**src/rtl/riscv_pkg.sv**
```systemverilog
`default_nettype none
// riscv_pkg -- shared 2-bit saturating counter encodings and update helper. Rev 1.0
package riscv_pkg;

  localparam logic [1:0] C_CNT_SNT = 2'b00;
  localparam logic [1:0] C_CNT_WNT = 2'b01;
  localparam logic [1:0] C_CNT_WT  = 2'b10;
  localparam logic [1:0] C_CNT_ST  = 2'b11;

  function automatic logic [1:0] bp_cnt_next(input logic [1:0] cnt, input logic taken);
    if (taken) return (cnt == C_CNT_ST)  ? C_CNT_ST  : cnt + 2'b01;
    else       return (cnt == C_CNT_SNT) ? C_CNT_SNT : cnt - 2'b01;
  endfunction

endpackage
`default_nettype wire

```
**src/rtl/riscv_state_pkg.sv**
```systemverilog
`default_nettype none
// riscv_state_pkg -- branch predictor controller FSM states and table init value. Rev 1.0
package riscv_state_pkg;
  import riscv_pkg::*;

  typedef enum logic [0:0] {
    BP_INIT = 1'b0,
    BP_RUN  = 1'b1
  } bp_state_e;

  localparam logic [1:0] C_BP_INIT_CNT = C_CNT_WNT;

endpackage
`default_nettype wire

```
**src/rtl/riscv_bp_ram.sv**
```systemverilog
`default_nettype none
// riscv_bp_ram -- 1R1W counter table, registered read, write-first on address collision. Rev 1.0
module riscv_bp_ram #(
  parameter int AW = 10,
  parameter int DW = 2
) (
  input  logic          clk,
  input  logic          i_we,
  input  logic [AW-1:0] i_waddr,
  input  logic [DW-1:0] i_wdata,
  input  logic          i_re,
  input  logic [AW-1:0] i_raddr,
  output logic [DW-1:0] o_rdata
);

  logic [DW-1:0] r_mem [0:(1<<AW)-1];
  logic [DW-1:0] r_rdata;

  always_ff @(posedge clk) begin
    if (i_we) r_mem[i_waddr] <= i_wdata;
    if (i_re) r_rdata <= (i_we && (i_waddr == i_raddr)) ? i_wdata : r_mem[i_raddr];
  end

  assign o_rdata = r_rdata;

endmodule
`default_nettype wire

```
**src/rtl/riscv_bp_ctrl.sv**
```systemverilog
`default_nettype none
// riscv_bp_ctrl -- history+PC indexed 2-bit branch predictor with init sweep FSM. Rev 1.0
module riscv_bp_ctrl
  import riscv_pkg::*;
  import riscv_state_pkg::*;
#(
  parameter int XLEN           = 32,
  parameter int BP_GLOBAL_BITS = 2,
  parameter int BP_LOCAL_BITS  = 8,
  parameter int HAS_RVC        = 0
) (
  input  logic                      clk,
  input  logic                      rstn,
  input  logic                      if_stall,
  input  logic [XLEN-1:0]           if_pc,
  output logic [1:0]                bp_predict,
  output logic                      bp_ready,
  input  logic                      init_req,
  input  logic                      bu_bp_update,
  input  logic                      bu_bp_btaken,
  input  logic [1:0]                bu_bp_predict,
  input  logic [BP_GLOBAL_BITS-1:0] bu_bp_history,
  input  logic [XLEN-1:0]           bu_pc
);

  localparam int IW    = BP_GLOBAL_BITS + BP_LOCAL_BITS;
  localparam int SW    = IW + 1;
  localparam int S     = (HAS_RVC != 0) ? 1 : 2;
  localparam int DEPTH = 1 << IW;
  localparam logic [SW-1:0] C_LAST = SW'(DEPTH - 1);

  bp_state_e         r_state, w_state_nxt;
  logic [SW-1:0]     r_sweep, w_sweep_nxt;
  logic              r_ready, w_ready_nxt;
  logic              r_pvld, w_pvld_nxt;
  logic              w_we, w_re;
  logic [IW-1:0]     w_waddr, w_lkp_idx, w_upd_idx;
  logic [1:0]        w_wdata, w_rdata;
  logic              w_unused_pc;

  // Upper PC bits alias freely; only the index window is significant.
  assign w_lkp_idx   = {bu_bp_history, if_pc[BP_LOCAL_BITS+S-1:S]};
  assign w_upd_idx   = {bu_bp_history, bu_pc[BP_LOCAL_BITS+S-1:S]};
  assign w_unused_pc = ^{if_pc, bu_pc};

  always_ff @(posedge clk or negedge rstn) begin
    if (!rstn) begin
      r_state <= BP_INIT;
      r_sweep <= '0;
      r_ready <= 1'b0;
      r_pvld  <= 1'b0;
    end else begin
      r_state <= w_state_nxt;
      r_sweep <= w_sweep_nxt;
      r_ready <= w_ready_nxt;
      r_pvld  <= w_pvld_nxt;
    end
  end

  always_comb begin
    w_state_nxt = r_state;
    w_sweep_nxt = r_sweep;
    w_ready_nxt = r_ready;
    w_pvld_nxt  = r_pvld;
    w_we        = 1'b0;
    w_re        = 1'b0;
    w_waddr     = w_upd_idx;
    w_wdata     = bp_cnt_next(bu_bp_predict, bu_bp_btaken);
    case (r_state)
      BP_INIT: begin
        w_we        = 1'b1;
        w_waddr     = r_sweep[IW-1:0];
        w_wdata     = C_BP_INIT_CNT;
        w_ready_nxt = 1'b0;
        w_pvld_nxt  = 1'b0;
        if (init_req) begin
          w_sweep_nxt = '0;
        end else if (r_sweep == C_LAST) begin
          w_state_nxt = BP_RUN;
          w_sweep_nxt = r_sweep + 1'b1;
          w_ready_nxt = 1'b1;
        end else begin
          w_sweep_nxt = r_sweep + 1'b1;
        end
      end
      BP_RUN: begin
        if (init_req) begin
          // Re-initialisation takes priority; a coincident update is discarded.
          w_state_nxt = BP_INIT;
          w_sweep_nxt = '0;
          w_ready_nxt = 1'b0;
          w_pvld_nxt  = 1'b0;
        end else begin
          w_we = bu_bp_update;
          if (!if_stall) begin
            w_re       = 1'b1;
            w_pvld_nxt = 1'b1;
          end
        end
      end
      default: w_state_nxt = BP_INIT;
    endcase
  end

  riscv_bp_ram #(
    .AW (IW),
    .DW (2)
  ) u_ram (
    .clk     (clk),
    .i_we    (w_we),
    .i_waddr (w_waddr),
    .i_wdata (w_wdata),
    .i_re    (w_re),
    .i_raddr (w_lkp_idx),
    .o_rdata (w_rdata)
  );

  // RAM output has no reset; the valid flag masks it to 00 outside RUN.
  assign bp_predict = r_pvld ? w_rdata : C_CNT_SNT;
  assign bp_ready   = r_ready;

endmodule
`default_nettype wire

```
**config.mk**
```make
export PLATFORM = sky130hd
export DESIGN_NAME = riscv_bp_ctrl
export DESIGN_NICKNAME = d
export VERILOG_FILES = /design/src/rtl/riscv_pkg.sv /design/src/rtl/riscv_state_pkg.sv /design/src/rtl/riscv_bp_ram.sv /design/src/rtl/riscv_bp_ctrl.sv
export SDC_FILE = /design/constraint.sdc
export NUM_CORES = 2
export LEC_CHECK = 0
export CORE_MARGIN = 2
export CORE_UTILIZATION = 35
export DETAILED_ROUTE_END_ITERATION = 6
export PLACE_DENSITY_LB_ADDON = 0.05
export SLEW_MARGIN = 0
export SYNTH_ARGS = -nofsm -noshare
export SYNTH_HDL_FRONTEND = slang
export SYNTH_HIERARCHICAL = 1
export SYNTH_SLANG_ARGS = --single-unit
```
**constraint.sdc**
```tcl
create_clock -name clk -period 51.9 [get_ports clk]
set_input_delay 15.57 -clock clk [delete_from_list [all_inputs] [get_ports clk]]
set_output_delay 15.57 -clock clk [all_outputs]
set_load 0.01 [all_outputs]
```
==> impl_results.md <==
- Outcome: finished, final reports clean
- # DRC: 0
- Area Growth Syn to Fin: 12.8%
- Clock insertion delay at the later pin of the skew report: 0.88 ns
- Static leakage power: 30.4 nW
- Wire length on met1: around 120 mm
- Pre-CTS setup slack: 29.43 ns
- Yosys reg bits: 2064
- R2R depth: 6
- Core area: 241000 um^2
- Post-synth ARST share: less than 1%
- First-pass GRT wire length: just under 400 mm
- EDFF count, synth: 2050
- Synth unique cells: 77
- Setup TNS: 0 ns
- FILL cells: 22000
- Startpoint Class: primary input
- Buffers on Ports: 28
- Syn nets: 4978
- Num ports: 77
- Tcrit/Tclk final: 41.3%
- Worst path most repeated cell: buf_4
- Total Nets Final: 4989
- Routability Congestion: 0.784
- Die W: 497 um
- Critical path type: primary input to flip-flop
- Clock Path Buffers: 3
- Fin crit period: between 20 and 25 ns
- Area leader, netlist: edfxtp_1
- Post-synthesis sequential area ratio: 72.9%
- Post-DR wirelength/cell: 34.2 um
- Hold WC Path Type: flip-flop to flip-flop
- Syn_area_per_cell: 17.3 um^2
- CTS H-tree lvls: 4
- Post-route clock skew: 0.0241 ns
- RSZ-0062 raised after global routing: no
- Met3 WL post-DR: 19.6 mm
- Final ANT Viol Nets: 0
- Post-CTS Setup Bufs: 0
- CTS tree: yes
- Final hold violations: 0
- Clock slew seen by the registers of the worst setup and hold paths: 0.06 ns
- Initial Util: 35.3%
- CP Data Required Time: 52.37 ns
- Resize count post-CTS: 0
- Tightest Pin Transition: 1.24 ns
- Worst setup margin: just over 30 ns
- Clock sink count: 2064
- Main synth FF type: edfxtp_1
- Num rows: 180
- Die ar.: 247000 um^2
- Clock root buffer: clkbuf_16
- Most area-consuming cells after synthesis: edfxtp_1 72%, mux4_2 12%, nor2_1 4.6%, mux2i_1 2.1%, clkbuf_1 1.1%
- Max Slew Vio Count: 0
- Slew headroom: 17.1%
- Crit-path max FO: between 70 and 80
- Avg Vias per Cell: about 5.6
- Max-cap violations: 0
- Top layer in use: met5
- Drt total wl: 284 mm
- Syn Inst Count: 4903
- Critical Path, Cell by Cell: buf_8, buf_4, buf_4, buf_4, buf_12, buf_4, mux4_2, a22oi_1, a21oi_1, or4_1, a21oi_1, o21ai_1, o2111ai_2, o211ai_1
- Final setup vio count: 0
- Antenna violations before repair: 35
- Worst endpoint data arrival time: 21.93 ns
- Fraction of layout cells with a size suffix above 1: between 20% and 30%
- Fmax: 46.6 MHz
- Most frequent cells in the layout: 2050 x edfxtp_1, 1046 x nor2_1, 444 x mux4_2
- CTS Buf Count: 227
- Post-synth top area share: 72.5%
- Synth warnings: 6
- Worst Setup End Kind: flip-flop
- Hold path depth: 2
- Die height: a little under 500 um
- Total Routing Usage GR: 22.9%
- Commonest non-fill, non-tap cell in the layout: edfxtp_1
- Cell Pwr Density: 36.8 nW/um^2
- Power consumption: 3.52 mW
- Met2 wire len: 134 mm
- DP HPWL: 157 mm
- Vias in the first global route: roughly 48000
- Hold buffers post-CTS: 0
- Largest net degree at the start of global routing: 213
- Remaining Overflow, GRT: 0
- Worst stage delay on the critical path: 0.74 ns
- Mapped Area: 85000 um^2
- Slowest stage cell, crit path: or4_1
- Vias: 46500
- DR iter-0 viols: 5500
- VDD IR-drop max: 31.6 uV
- DRT Pass-1 Iters: 5
## stage by stage
stage / instances / instance area (um^2) / utilization (%) / hold WS, ns
floorplan: 4903 / 85000 / - / 0.496
global placement: 7870 / 88800 / 36.8 / 0.516
detailed placement: 7870 / 88800 / 36.8 / 0.508
CTS: 8289 / 95800 / 39.8 / 0.521
global route: 8290 / 95800 / 39.8 / 0.561
finish: 8294 / 95800 / 39.8 / 0.515
## power by group
part           total (mW)  leakage (nW)  switching (mW)  internal (mW)
sequential           1.81          20.0        0.000322           1.80
clock                1.56          3.49           0.673          0.884
combinational       0.160          6.90           0.107         0.0536
## layer usage
metal,global-route usage (%),vias up
li1,-,19300
met1,32.9,25100
met2,36.6,1763
met3,3.63,329
met4,5.39,2
met5,0,-
## registers in the layout, summed over array words and instances, names as in the netlist
name and flops:
u_ram/r_mem 2048, r_sweep 11, u_ram/o_rdata 2, bp_ready 1, r_pvld 1, r_state 1
## layout make-up
cell class / count / area (um^2) / share of cell area (%)
clock inverter: 146 / 1130 / 1.18
timing repair buffer: 190 / 1620 / 1.69
inverter: 15 / 61.3 / 0.0640
antenna: 5 / 12.5 / 0.0131
clock buffer: 273 / 5920 / 6.18
sequential: 2064 / 61900 / 64.6
tap: 3185 / 3990 / 4.16
multi-input combinational: 2416 / 21200 / 22.1
## synth_stat cells, types with 8 or more instances
cell type and n:
a21oi_1 78, nor4_1 12, clkbuf_1 241, buf_1 45, buf_12 17, a31oi_1 11, mux4_1 8, mux2i_1 178
nand3_1 48, nor2_1 1049, nor2b_1 15, xnor2_1 12, buf_6 22, nand2b_1 11, a22o_1 10, o22ai_1 46
nor3_1 40, nand4_1 13, inv_1 12, and3_1 11, o221ai_1 60, a22oi_1 77, a221oi_1 12, a211oi_1 13
buf_2 51, buf_8 19, buf_4 13, mux2_2 23, edfxtp_1 2050, nand2_1 121, o21ai_0 18, dfrtp_1 14
nor3b_1 8, mux4_2 444
## logic make-up (layout without fill, tap and decap cells)
logic type	count (synthesis)	in the layout	share of synthesized area, %
AO/OA/AOI/OAI	379	379	3.16
XOR/XNOR	14	14	0.144
adder cells (fa/ha/maj)	1	1	0.0147
buffers and inverters	423	624	2.77
flip-flops	2064	2064	72.9
multiplexers	656	656	14.5
other	0	5	0
AND/OR/NAND/NOR	1366	1366	6.58
## worst paths after layout
check / startpoint / end / slack [ns]
worst max-delay path: if_pc[2] / u_ram/o_rdata[1] / 30.44
min in group asynchronous: rstn / r_sweep[8] / 15.14
worst min register to register: bp_ready / bp_ready / 0.51
worst max register to register: r_state / u_ram/r_mem[526][1] / 46.36
max in group asynchronous: rstn / r_pvld / 36.30
worst min-delay path: bp_ready / bp_ready / 0.51
## critical path: cells and delay by family
kind | cells | cell delay [ns]
buffers and inverters | 6 | 3.43
AO/OA/AOI/OAI | 6 | 1.26
AND/OR/NAND/NOR | 1 | 0.74
multiplexers | 1 | 0.56
Note: power is estimated with default switching activity, not from simulation.
